[src/rtl/panel_switch_conditioner.sv]
// Synchronises, debounces and polarity-normalises the PDP-8/e front-panel switches and keys.
// Optional key auto-repeat for EXAM/DEP is built when `PANEL_AUTOREPEAT_EN is defined.
module panel_switch_conditioner #(
  parameter int TICK_CYCLES  = 500000,
  parameter int STABLE_TICKS = 4,
  parameter int REPEAT_TICKS = 50
) (
  input  logic        clk,
  input  logic        resetn,
  input  logic [11:0] srn,
  input  logic        halt_raw,
  input  logic        sstep_raw,
  input  logic        dep_raw,
  input  logic        examn,
  input  logic        contn,
  input  logic        addr_loadn,
  input  logic        extd_addrn,
  input  logic        clearn,
  output logic [11:0] sr,
  output logic        halt,
  output logic        single_step,
  output logic        dep,
  output logic        exam,
  output logic        cont,
  output logic        addr_load,
  output logic        extd_addr,
  output logic        clear,
  output logic        armed
);

  localparam int N_IN = 20;
  localparam int TW = (TICK_CYCLES > 1) ? $clog2(TICK_CYCLES) : 1;
  localparam int SW = (STABLE_TICKS > 1) ? $clog2(STABLE_TICKS) : 1;
  localparam logic [TW-1:0] TICK_LAST   = TW'(TICK_CYCLES - 1);
  localparam logic [SW-1:0] STABLE_LAST = SW'(STABLE_TICKS - 1);

  if (TICK_CYCLES < 1 || STABLE_TICKS < 1 || REPEAT_TICKS < 1) begin : g_bad_param
    $error("panel_switch_conditioner: all timing parameters must be >= 1");
  end

  // Bit map: [11:0] switch register, 12 halt, 13 single step, [19:14] momentary keys
  logic [N_IN-1:0] raw_s;
  logic [N_IN-1:0] sync1_r;
  logic [N_IN-1:0] sync2_r;
  logic [N_IN-1:0] deb_r;
  logic [SW-1:0]   stab_cnt_r [N_IN];
  logic [TW-1:0]   tick_cnt_r;
  logic            tick_s;
  logic [13:0]     level_r;
  logic [5:0]      key_s;
  logic [5:0]      key_prev_r;
  logic [5:0]      rise_s;
  logic [5:0]      rep_fire_s;
  logic [5:0]      pulse_r;
  logic            armed_r;

  assign raw_s  = {~clearn, ~extd_addrn, ~addr_loadn, ~contn, ~examn,
                   dep_raw, sstep_raw, halt_raw, ~srn};
  assign tick_s = (tick_cnt_r == TICK_LAST);
  assign key_s  = deb_r[19:14];
  assign rise_s = key_s & ~key_prev_r;

  // Two-flop synchroniser on every normalised input
  always_ff @(posedge clk or negedge resetn) begin
    if (!resetn) begin
      sync1_r <= '0;
      sync2_r <= '0;
    end else begin
      sync1_r <= raw_s;
      sync2_r <= sync1_r;
    end
  end

  // Debounce sample-tick prescaler
  always_ff @(posedge clk or negedge resetn) begin
    if (!resetn) begin
      tick_cnt_r <= '0;
    end else if (tick_s) begin
      tick_cnt_r <= '0;
    end else begin
      tick_cnt_r <= tick_cnt_r + TW'(1);
    end
  end

  // Per-input stability counters; a state flips only after STABLE_TICKS disagreeing ticks
  always_ff @(posedge clk or negedge resetn) begin
    if (!resetn) begin
      deb_r <= '0;
      for (int i = 0; i < N_IN; i++) stab_cnt_r[i] <= '0;
    end else if (tick_s) begin
      for (int i = 0; i < N_IN; i++) begin
        if (sync2_r[i] == deb_r[i]) begin
          stab_cnt_r[i] <= '0;
        end else if (stab_cnt_r[i] == STABLE_LAST) begin
          deb_r[i]      <= ~deb_r[i];
          stab_cnt_r[i] <= '0;
        end else begin
          stab_cnt_r[i] <= stab_cnt_r[i] + SW'(1);
        end
      end
    end
  end

`ifdef PANEL_AUTOREPEAT_EN
  localparam int RW = (REPEAT_TICKS > 1) ? $clog2(REPEAT_TICKS) : 1;
  localparam logic [RW-1:0] REPEAT_LAST = RW'(REPEAT_TICKS - 1);
  logic [RW-1:0] rep_cnt_r [2];

  // Repeat fires on the tick that completes a full period of continuous hold (dep, exam only)
  always_comb begin
    rep_fire_s = 6'b0;
    for (int k = 0; k < 2; k++) begin
      if (tick_s && key_s[k] && key_prev_r[k] && (rep_cnt_r[k] == REPEAT_LAST)) begin
        rep_fire_s[k] = 1'b1;
      end else begin
        rep_fire_s[k] = 1'b0;
      end
    end
  end

  // Repeat period counters restart on press and clear on release
  always_ff @(posedge clk or negedge resetn) begin
    if (!resetn) begin
      for (int k = 0; k < 2; k++) rep_cnt_r[k] <= '0;
    end else begin
      for (int k = 0; k < 2; k++) begin
        if (rise_s[k] || !key_s[k]) begin
          rep_cnt_r[k] <= '0;
        end else if (tick_s) begin
          rep_cnt_r[k] <= (rep_cnt_r[k] == REPEAT_LAST) ? '0 : rep_cnt_r[k] + RW'(1);
        end
      end
    end
  end
`else
  assign rep_fire_s = 6'b0;
`endif

  // Arm only once every key is settled released, so a key held through reset cannot fire
  always_ff @(posedge clk or negedge resetn) begin
    if (!resetn) begin
      armed_r <= 1'b0;
    end else if (tick_s && (key_s == 6'b0) && (sync2_r[19:14] == 6'b0)) begin
      armed_r <= 1'b1;
    end
  end

  // Registered level copies and press pulses
  always_ff @(posedge clk or negedge resetn) begin
    if (!resetn) begin
      level_r    <= '0;
      key_prev_r <= '0;
      pulse_r    <= '0;
    end else begin
      level_r    <= deb_r[13:0];
      key_prev_r <= key_s;
      pulse_r    <= armed_r ? (rise_s | rep_fire_s) : 6'b0;
    end
  end

  assign sr          = level_r[11:0];
  assign halt        = level_r[12];
  assign single_step = level_r[13];
  assign dep         = pulse_r[0];
  assign exam        = pulse_r[1];
  assign cont        = pulse_r[2];
  assign addr_load   = pulse_r[3];
  assign extd_addr   = pulse_r[4];
  assign clear       = pulse_r[5];
  assign armed       = armed_r;

endmodule

[config.mk]
export PLATFORM = sky130hd
export DESIGN_NAME = panel_switch_conditioner
export DESIGN_NICKNAME = d
export VERILOG_FILES = /design/src/rtl/panel_switch_conditioner.sv
export SDC_FILE = /design/constraint.sdc
export NUM_CORES = 1
export LEC_CHECK = 0
export CORE_UTILIZATION = 60
export CTS_BUF_LIST = sky130_fd_sc_hd__clkbuf_8 sky130_fd_sc_hd__clkbuf_16
export CTS_CLUSTER_DIAMETER = 120
export CTS_CLUSTER_SIZE = 8
export DETAILED_ROUTE_END_ITERATION = 7
export GPL_TIMING_DRIVEN = 0
export PLACE_DENSITY = 0.86
export SYNTH_ARGS = -nofsm -noshare
export SYNTH_HDL_FRONTEND = slang
export SYNTH_SLANG_ARGS = --single-unit
[constraint.sdc]
create_clock -name clk -period 3.4 [get_ports clk]
set_input_delay 0.68 -clock clk [delete_from_list [all_inputs] [get_ports clk]]
set_output_delay 0.68 -clock clk [all_outputs]
set_load 0.05 [all_outputs]
==> flow_metrics.tcl <==
set metrics [dict create \
    die_h_um 99.35 \
    relSlewSlack_pct 59.65 \
    num_antenna_cells 0 \
    rr_startpoint "tick_cnt_r[11]" \
    dpl_cell_area_mm2 0.006274 \
    clock_skew_ns 0.009997 \
    synth.top_cells.by_area "dfrtp_1 (64%), o21ai_0 (7.2%), ha_1 (4.6%)" \
    synth_top_family_by_area "simple AND/OR/NAND/NOR gates" \
    fp.coreArea_mm2 0.009196 \
    critPathLaunchType "flop" \
    synth.area.mux_share_pct 4.137 \
    wl_per_cell_um 16.78 \
    synth_cell_types 32 \
    synth_top_cell_by_area "dfrtp_1" \
    drc 0 \
    hold_buffers 0 \
    tightest_slew_ns 0.6053 \
    yosysSeqAreaShare_pct 64.26 \
    numPortBuffers 42 \
    antenna_left 0 \
    yosys_warnings 0 \
    ys_top_cells_by_count "dfrtp_1 (146), o21ai_0 (82), nand2_1 (50), nor2_1 (32), xor2_1 (26)" \
    synth.avg_cell_area_um2 11.72 \
    synth_edf_count 0 \
    routed_wl_mm 11.26 \
    end_kind "primary output" \
    synth_fa_ha_area_share_pct 4.621 \
    period_needed_ns 2.548 \
    h-tree-depth 4 \
    final-setup-viol-count 0 \
    path_clk_slew_ns 0.07 \
    synth_compound_area_share_pct 7.790 \
    final_layout_size_suffix_gt1_share_pct 11.07 \
    die_area_mm2 0.009869 \
    ir_worst_vdd_v 0.0004404 \
    synthXorXnorAreaFrac_pct 5.084 \
    cts_buffer_depth 2 \
    cts_tree "done" \
    crit_required_ns 2.72 \
    ff2ff_path_depth 5 \
    dieWidth_um 99.35 \
    cts_root_buffer "clkbuf_8" \
    synth_most_common_cell "dfrtp_1" \
    drt_iter0_drc 274 \
    total_power_mw 3.601 \
    fmax_ghz 0.3924 \
    powerDensity_mw_per_mm2 526.6 \
    numCtsBuffers 17 \
    netlist.area_leader.share_pct 64.26 \
    crit_start "armed" \
    hold_path_class "in2async" \
    gp_congestion 0.8151 \
    ys_ff_latch 146 \
    path_cells "clkdlybuf4s50_1" \
    viasPerCell 5.762 \
    slowest_delay_ns 0.85 \
    synth_simple_gate_area_share_pct 11.42 \
    cp.arrival_ns 1.87 \
    synth-async-reset-ratio_pct 100.0 \
    drv_cap 0 \
    area_growth_pct 20.27 \
    vias 3866 \
    leakage_nw 3.362 \
    hold_viol 0 \
    post_cts_buffers 0 \
    clock_sinks 146 \
    rsz0062_at_grt "no" \
    grt_pass1_wl_mm 18.85 \
    r2r_slack_ns 1.21 \
    grt_pass1_vias 4038 \
    r2r_end "stab_cnt_r[32]" \
    grt_usage_pct 24.99 \
    antenna_found_initial 0 \
    final_net_count 590 \
    dpl.hpwl_mm 6.959 \
    start_util_pct 61.82 \
    cp_top_family "buffers and inverters" \
    maxSlewViolCount 0 \
    critPathBufInv 1 \
    grt_max_degree 95 \
    cts_resized 0 \
    cp_max_fo 8 \
    rows 35 \
    critPathSlowestCell "clkdlybuf4s50_1" \
    first_pass_iters 8 \
    crit_end "armed" \
    overflow 0 \
    clk_latency_ns 0.53 \
    status "finished, final reports clean" \
    final_area_mm2 0.006838 \
    worst-setup-path-type "reg2out" \
    syn_area_mm2 0.005685 \
    ios 43 \
    synth_fp_nets 528 \
    path_depth 1 \
    synth_cells 485 \
    synthFlopType "dfrtp_1" \
    period_share_pct 74.95 \
]
power breakdown:
| part | switching, mW | internal, mW |
|---|---|---|
| combinational | 0.0482 | 0.0323 |
| clock | 0.757 | 0.989 |
| sequential | 0.0126 | 1.76 |
registers in the layout (all words and copies together), names as in the netlist:
name        count
deb_r          20
key_prev_r      6
pulse_r         6
tick_cnt_r     19
level_r        14
sync2_r        20
stab_cnt_r     40
sync1_r        20
armed           1
metrics by stage:
step | std cells | hold WS, ns | utilization (%) | setup TNS [ns] | setup WS (ns)
2_1_floorplan | 485 | 0.3312 | - | 0 | 1.739
3_3_place_gp | 638 | 0.3315 | 67.90 | -547.25 | -3.756
3_5_place_dp | 639 | 0.3347 | 68.22 | 0 | 1.369
4_1_cts | 671 | 0.09799 | 74.35 | 0 | 0.8403
5_1_grt | 671 | 0.1065 | 74.35 | 0 | 0.7814
6_report | 671 | 0.09436 | 74.35 | 0 | 0.8518
area by class of cell:
cell class / count / area [µm²]
plain buffers: 18 / 77.57
clock buffers: 17 / 414.1
clock inverters: 15 / 150.1
fillers: 590 / 2359
inverters: 20 / 75.07
multi-input cells: 301 / 1879
flip-flops and latches: 146 / 3654
well taps: 111 / 138.9
repair buffers: 43 / 449.2
routing by layer:
metal  GRT usage, %  part of all wire, %
met5              0                    0
met3          6.465                  4.7
met1          29.43                   40
met4          8.597                  1.3
met2          44.60                   54
logic make-up after synthesis:
| kind of cell | Yosys count |
|---|---|
| and+or+nand+nor | 139 |
| AOI/OAI and AO/OA | 87 |
| adders and majority gates | 21 |
| DFF | 146 |
| muxes | 21 |
| xor gates and xnor gates | 33 |
| buffers and inverters | 38 |
layout by cell type, fill, tap and decap left out, drive strengths merged, types with 5 or more instances in the layout:
cell	Yosys	final
xnor2	7	7
nand3	25	25
nand2	51	51
inv	20	26
buf	4	6
nor2	33	33
dfrtp	146	146
clkinv	0	6
clkdlybuf4s50	0	41
and3b	5	5
mux2	20	20
o21ai	82	82
nor4	7	7
clkbuf	14	31
xor2	26	26
ha	21	21
worst min path at each step:
| stage | cells past startpoint | slack, ns | startpoint | to |
|---|---|---|---|---|
| floorplan | 0 | 0.33 | sync1_r[0] | sync2_r[0] |
| global placement | 0 | 0.33 | sync1_r[3] | sync2_r[3] |
| detailed placement | 0 | 0.33 | sync1_r[11] | sync2_r[11] |
| CTS | 1 | 0.1 | resetn | pulse_r[0] |
| global route | 1 | 0.11 | resetn | pulse_r[0] |
| finish | 1 | 0.09 | resetn | pulse_r[0] |
No activity file was read; power rests on OpenSTA's default activity.
